[src/rtl/muldiv_unit_pkg.sv]
// muldiv_unit_pkg: shared op and state encodings for the iterative multiply/divide unit
package muldiv_unit_pkg;

    typedef enum logic [3:0] {
        MulOp, MulhOp, MulhsuOp, MulhuOp, DivOp, DivuOp, RemOp, RemuOp
    } MulDiv_Ops;

    typedef enum logic [1:0] {IDLE, CALC, DONE} MulDivState;

endpackage

[src/rtl/muldiv_unit.sv]
// muldiv_unit: iterative RV32M shift-add multiplier / restoring divider; MULDIV_EARLY_OUT_EN enables 1-cycle trivial ops
module muldiv_unit
    import muldiv_unit_pkg::*;
#(
    parameter int DATA_WIDTH = 32
) (
    input  logic                  clk_i,
    input  logic                  reset_i,
    input  logic                  start_i,
    input  logic [3:0]            func_op_i,
    input  logic [DATA_WIDTH-1:0] a_i,
    input  logic [DATA_WIDTH-1:0] b_i,
    output logic                  busy_o,
    output logic                  done_o,
    output logic [DATA_WIDTH-1:0] y_o
);

    localparam int W  = DATA_WIDTH;
    localparam int CW = $clog2(W) + 1;

    function automatic logic [W-1:0] f_neg(input logic [W-1:0] x, input logic s);
        return s ? -x : x;
    endfunction

    MulDivState      r_state, w_next;
    MulDiv_Ops       r_op, w_op;
    logic [CW-1:0]   r_cnt;
    logic            r_neg, r_spec;
    logic [W-1:0]    r_spec_y, r_md, r_y;
    logic [2*W-1:0]  r_acc;

    logic            w_accept, w_last, w_fast, w_rdiv;
    logic            w_sa, w_sb, w_neg, w_dz, w_ov, w_spec;
    logic [W-1:0]    w_a_abs, w_b_abs, w_spec_y, w_q, w_r, w_fin;
    logic [W:0]      w_sum;
    logic [2*W-1:0]  w_acc_nxt, w_prod;

    // Undefined encodings fall back to a plain low-half multiply.
    assign w_op     = func_op_i[3] ? MulOp : MulDiv_Ops'(func_op_i);
    assign w_accept = start_i && r_state != CALC;
    assign w_last   = r_cnt == CW'(1);

    assign w_sa     = a_i[W-1] && (w_op inside {MulhOp, MulhsuOp, DivOp, RemOp});
    assign w_sb     = b_i[W-1] && (w_op inside {MulhOp, DivOp, RemOp});
    assign w_a_abs  = f_neg(a_i, w_sa);
    assign w_b_abs  = f_neg(b_i, w_sb);
    // Remainder follows the dividend's sign; everything else takes the XOR.
    assign w_neg    = (w_op == RemOp) ? w_sa : w_sa ^ w_sb;

    assign w_dz     = b_i == '0;
    assign w_ov     = a_i == {1'b1, {(W-1){1'b0}}} && b_i == '1;
    assign w_spec   = (w_op inside {DivOp, DivuOp, RemOp, RemuOp}) &&
                      (w_dz || ((w_op inside {DivOp, RemOp}) && w_ov));
    assign w_spec_y = w_dz ? ((w_op inside {DivOp, DivuOp}) ? '1 : a_i)
                           : ((w_op == DivOp) ? a_i : '0);

`ifdef MULDIV_EARLY_OUT_EN
    assign w_fast = w_spec || (!(w_op inside {DivOp, DivuOp, RemOp, RemuOp}) && (a_i == '0 || b_i == '0));
`else
    assign w_fast = 1'b0;
`endif

    // One W+1-bit adder serves both the multiply accumulate and the divide trial subtract.
    assign w_rdiv    = r_op inside {DivOp, DivuOp, RemOp, RemuOp};
    assign w_sum     = w_rdiv ? (r_acc[2*W-1:W-1] - {1'b0, r_md})
                              : ({1'b0, r_acc[2*W-1:W]} + (r_acc[0] ? {1'b0, r_md} : '0));
    assign w_acc_nxt = w_rdiv ? (w_sum[W] ? {r_acc[2*W-2:0], 1'b0} : {w_sum[W-1:0], r_acc[W-2:0], 1'b1})
                              : {w_sum, r_acc[W-1:1]};

    assign w_prod = r_neg ? -w_acc_nxt : w_acc_nxt;
    assign w_q    = f_neg(w_acc_nxt[W-1:0], r_neg);
    assign w_r    = f_neg(w_acc_nxt[2*W-1:W], r_neg);
    assign w_fin  = r_spec ? r_spec_y
                  : !w_rdiv ? ((r_op == MulOp) ? w_prod[W-1:0] : w_prod[2*W-1:W])
                  : (r_op inside {DivOp, DivuOp}) ? w_q : w_r;

    assign busy_o = r_state == CALC;
    assign done_o = r_state == DONE;
    assign y_o    = r_y;

    // State register.
    always_ff @(posedge clk_i or posedge reset_i) begin
        if (reset_i) r_state <= IDLE;
        else         r_state <= w_next;
    end

    // Next state: CALC runs until the counter reaches 1; DONE lasts one cycle unless re-started.
    always_comb begin
        w_next = r_state;
        if (r_state == CALC) w_next = w_last ? DONE : CALC;
        else                 w_next = start_i ? (w_fast ? DONE : CALC) : IDLE;
    end

    // Operand latch on accept, one shift/add-or-subtract step per CALC cycle, result on exit.
    always_ff @(posedge clk_i or posedge reset_i) begin
        if (reset_i) begin
            r_op     <= MulOp;
            r_cnt    <= '0;
            r_neg    <= 1'b0;
            r_spec   <= 1'b0;
            r_spec_y <= '0;
            r_md     <= '0;
            r_acc    <= '0;
            r_y      <= '0;
        end else if (w_accept) begin
            r_op     <= w_op;
            r_cnt    <= CW'(W);
            r_neg    <= w_neg;
            r_spec   <= w_spec;
            r_spec_y <= w_spec_y;
            r_md     <= w_op[2] ? w_b_abs : w_a_abs;
            r_acc    <= {{W{1'b0}}, w_op[2] ? w_a_abs : w_b_abs};
            if (w_fast) r_y <= w_spec ? w_spec_y : '0;
        end else if (r_state == CALC) begin
            r_acc <= w_acc_nxt;
            r_cnt <= r_cnt - CW'(1);
            if (w_last) r_y <= w_fin;
        end
    end

`ifdef SIMULATE
    // Flag undefined opcodes in simulation.
    always_ff @(posedge clk_i) begin
        if (w_accept && func_op_i[3]) $display("muldiv_unit: undefined func_op %0d treated as MulOp", func_op_i);
    end
`endif

endmodule
[config.mk]
export PLATFORM = sky130hd
export DESIGN_NAME = muldiv_unit
export DESIGN_NICKNAME = d
export VERILOG_FILES = /design/src/rtl/muldiv_unit_pkg.sv /design/src/rtl/muldiv_unit.sv
export SDC_FILE = /design/constraint.sdc
export NUM_CORES = 1
export LEC_CHECK = 0
export ABC_CLOCK_PERIOD_IN_PS = 8000
export BUFFER_PORTS_ARGS = -buffer_cell sky130_fd_sc_hd__buf_2
export CELL_PAD_IN_SITES_DETAIL_PLACEMENT = 0
export CELL_PAD_IN_SITES_GLOBAL_PLACEMENT = 1
export CORE_MARGIN = 2
export CORE_UTILIZATION = 45
export CTS_CLUSTER_DIAMETER = 150
export DETAILED_ROUTE_END_ITERATION = 16
export MAX_ROUTING_LAYER = met4
export PLACE_DENSITY = 0.81
export SYNTH_ARGS = -nofsm -noshare
export SYNTH_HDL_FRONTEND = slang
export SYNTH_SLANG_ARGS = --single-unit
[constraint.sdc]
create_clock -name clk_i -period 8 [get_ports clk_i]
set_clock_uncertainty 0.2 [all_clocks]
set_input_delay 1.6 -clock clk_i [delete_from_list [all_inputs] [get_ports clk_i]]
set_output_delay 1.6 -clock clk_i [all_outputs]
set_load 0.02 [all_outputs]
==> out/qor.txt <==
post-cts sizing count - 0
synth warn - 0
Data required, critical path - 8.18 ns
initial drt markers - 1990
CP top delay family - simple AND/OR/NAND/NOR gates
cell area after synthesis - 17900 um^2
# hold bufs at CTS - 0
Initial Utilization - 0.459
status - finished clean
GRT Total Usage - 0.400
dominant synthesized flop cell - dfrtp_1
post-route clock period utilization - 0.822
Seq/Total Area, Yosys - 0.243
Post-CTS Setup Repair Bufs - 0
register bit total from synthesis - 173
core box area - 38900 um^2
Hold Crit Class - flop to flop
# IOs - 105
Layout area overhead - 7.96%
Worst-path clk slew - 0.08 ns
critical path, cell by cell - inv_1 -> ha_1 -> nand4_1 -> nor4_4 -> a22oi_1 -> a211o_2 -> a21oi_4 -> nor3_2 -> a21oi_1 -> ha_1 -> nand2_1 -> nor2_1 -> nand3_1 -> nor2_1 -> nand3_1 -> nand2_1 -> xor2_1 -> a211oi_1 -> nor3_1 -> a21oi_1 -> o21ai_0
Hold Crit Depth - 2
critical path peak fanout - 14
EDFF count, synth - 0
Peak Freq - 152 MHz
gr ovfl total - 0
# port buffers - 104
Max clock buf depth - 2
Reg2Reg Depth - 21
relative slew slack - 0.150
htree depth - 4
DRC errors left - 0
FF-to-FF Start - r_md[21]$_DFFE_PP0P_
CTS tree - built
Top Layer Used - met4
layout cells sized above 1 - 0.105
met2 routed WL - 35500 um
WHS Endpoint - r_spec_y[23]$_DFFE_PP0P_
final slew viol count - 0
vias per cell - 6.55
DR WL met3 - 6280 um
Clk Latency, worst-skew pair - 0.47 ns
final instance area - 19300 um^2
Arr. time, crit path - 6.76 ns
Max stage delay on crit path - 0.51 ns
Post-Synthesis Cells - 2403
Nets - 2556
setup slack, reg-to-reg - 1.43 ns
DRT antenna net count - 0
Worst setup EP type - flop
Yosys cell types - 106
sum of negative setup slack - 0 ns
Die H - 203 um
Final Hold Fails - 0
Slew @ Worst Pin - 1.26 ns
via count - 19300
r2r endpoint - y_o[0]$_DFFE_PP0P_
largest net degree at the start of global routing - 82
synthesized area per cell - 7.43 um^2
Post-Syn Nets - 2547
Core Rows - 72
DR pass1 iterations - 6
cts bufs inserted - 17
fin crit period - 6.57 ns
DIE AREA - 41300 um^2
RSZ-0062 raised after global routing - false
met1 wire length - 33300 um
Buf/Inv on CP - 1
crit path launch type - flop
slowest CP cell - ha_1
critical path class - flop to flop
dpl cell area - 18700 um^2
Wirelength per Cell - 27.1 um
vias in the first global route - 18000
Root Driver - clkbuf_16
Synth async-reset ratio - 1.00
Core Util, Final - 0.495
HPWL after detailed placement - 63300 um
final setup violation count - 0
initial antenna violation count - 3
HP Start - r_spec_y[23]$_DFFE_PP0P_
final WL - 79900 um
CTS sink cnt - 173
RD Place Congestion - 1.06
max cap viols - 0
Die X - 203 um
first-pass GRT wire length - 119000 um
==> cells in the mapped netlist, types with 10 or more instances <==
master    number  area, um^2
o21ai_0      279        1400
nand2_1      262         983
a21oi_1      216        1080
nor2_1       204         766
dfrtp_1      173        4330
clkbuf_1     103         387
xnor2_1       90         788
xor2_1        82         718
nand3_1       81         405
inv_1         78         293
ha_1          71         888
a211oi_1      66         495
nor3_1        57         285
and2_1        48         300
o31ai_1       38         285
mux2i_1       35         350
o211ai_1      30         225
nand2b_1      29         181
nand4_1       29         181
a31oi_1       28         175
a21o_1        27         203
buf_2         22         110
nand3b_1      21         158
nor2b_1       21         131
and3_1        20         125
nor4_1        20         125
buf_1         17        63.8
o41ai_1       17         149
mux2_2        10         113
==> stage by stage <==
stage / hold WS, ns / setup slack [ns] / std cells
global placement: 0.257 / 1.72 / 2911
finish: 0.284 / 1.43 / 2947
detailed placement: 0.267 / 1.72 / 2911
global route: 0.303 / 0.994 / 2944
floorplan: 0.241 / 1.51 / 2403
CTS: 0.283 / 1.64 / 2943
==> cell type report <==
type,instances,area (um^2)
clock buffers,21,460
inverters,81,310
clock inverters,11,98.8
well taps,518,648
multi-input cells,2000,12600
flip-flops and latches,173,4330
repair buffers,139,783
fillers,4041,19600
diodes,4,10.0
==> worst min-delay path, cell delays in order, from the launching register on <==
cell     delay [ns]
dfrtp_1        0.34
nand2_1        0.05
o21ai_0        0.06
==> cell families (layout without fill, tap and decap cells) <==
group / Yosys count / count (layout) / share of synthesized area
adders and majority gates: 73 / 73 / 0.0520
xor gates and xnor gates: 172 / 172 / 0.0844
buffers and inverters: 230 / 252 / 0.0520
other: 0 / 4 / 0
muxes: 47 / 47 / 0.0278
AOI/OAI and AO/OA: 852 / 852 / 0.304
and+or+nand+nor: 856 / 856 / 0.238
DFF: 173 / 173 / 0.243
==> how the worst max path moves through the flow <==
stage                      endpoint                  start  depth (start not counted)
2_1_floorplan  r_acc[0]$_DFFE_PP0P_                reset_i                          1
4_1_cts          y_o[0]$_DFFE_PP0P_  r_acc[52]$_DFFE_PP0P_                         20
3_3_place_gp    y_o[18]$_DFFE_PP0P_  r_acc[52]$_DFFE_PP0P_                         20
6_report         y_o[0]$_DFFE_PP0P_   r_md[21]$_DFFE_PP0P_                         21
5_1_grt         y_o[18]$_DFFE_PP0P_   r_md[21]$_DFFE_PP0P_                         21
3_5_place_dp     y_o[0]$_DFFE_PP0P_  r_acc[52]$_DFFE_PP0P_                         20
==> per-layer routing <==
layer | GRT usage | vias to the layer above
met4 | 0.208 | 0
met5 | - | -
met2 | 0.611 | 956
li1 | - | 8828
met1 | 0.516 | 9323
met3 | 0.0575 | 192
==> cell usage in the layout (no fill, tap or decap), types with 7 or more instances in the layout <==
cell type / count
mux2i_1: 35
o211ai_1: 30
mux2_2: 10
nor2b_1: 20
inv_1: 75
and2_1: 48
nor3_1: 56
a221oi_1: 7
nand2b_1: 27
and3_1: 20
nor2_1: 203
a311oi_1: 8
o221ai_1: 7
nand3b_1: 21
a211oi_1: 66
a21o_1: 27
clkbuf_16: 17
a21oi_1: 216
ha_1: 71
nor4_1: 20
a211o_1: 8
xor2_1: 82
a2111oi_0: 8
nand2_1: 261
or2_2: 9
o21ai_0: 279
a21boi_0: 9
buf_4: 35
o21a_1: 9
a31oi_1: 28
dfrtp_1: 171
buf_2: 104
xnor2_1: 90
nand3_1: 81
o31ai_1: 37
o41ai_1: 17
nand4_1: 29
==> sequential cells by signal, indices dropped and copies added (netlist names) <==
register and cells:
r_spec 1, r_cnt 6, r_spec_y 32, r_md 32, r_state 2, r_op 3, r_neg 1, y_o 32
r_acc 64
Power is not shown: default switching activity piles up to over one toggle a cycle in this logic, so the estimate is an artifact.
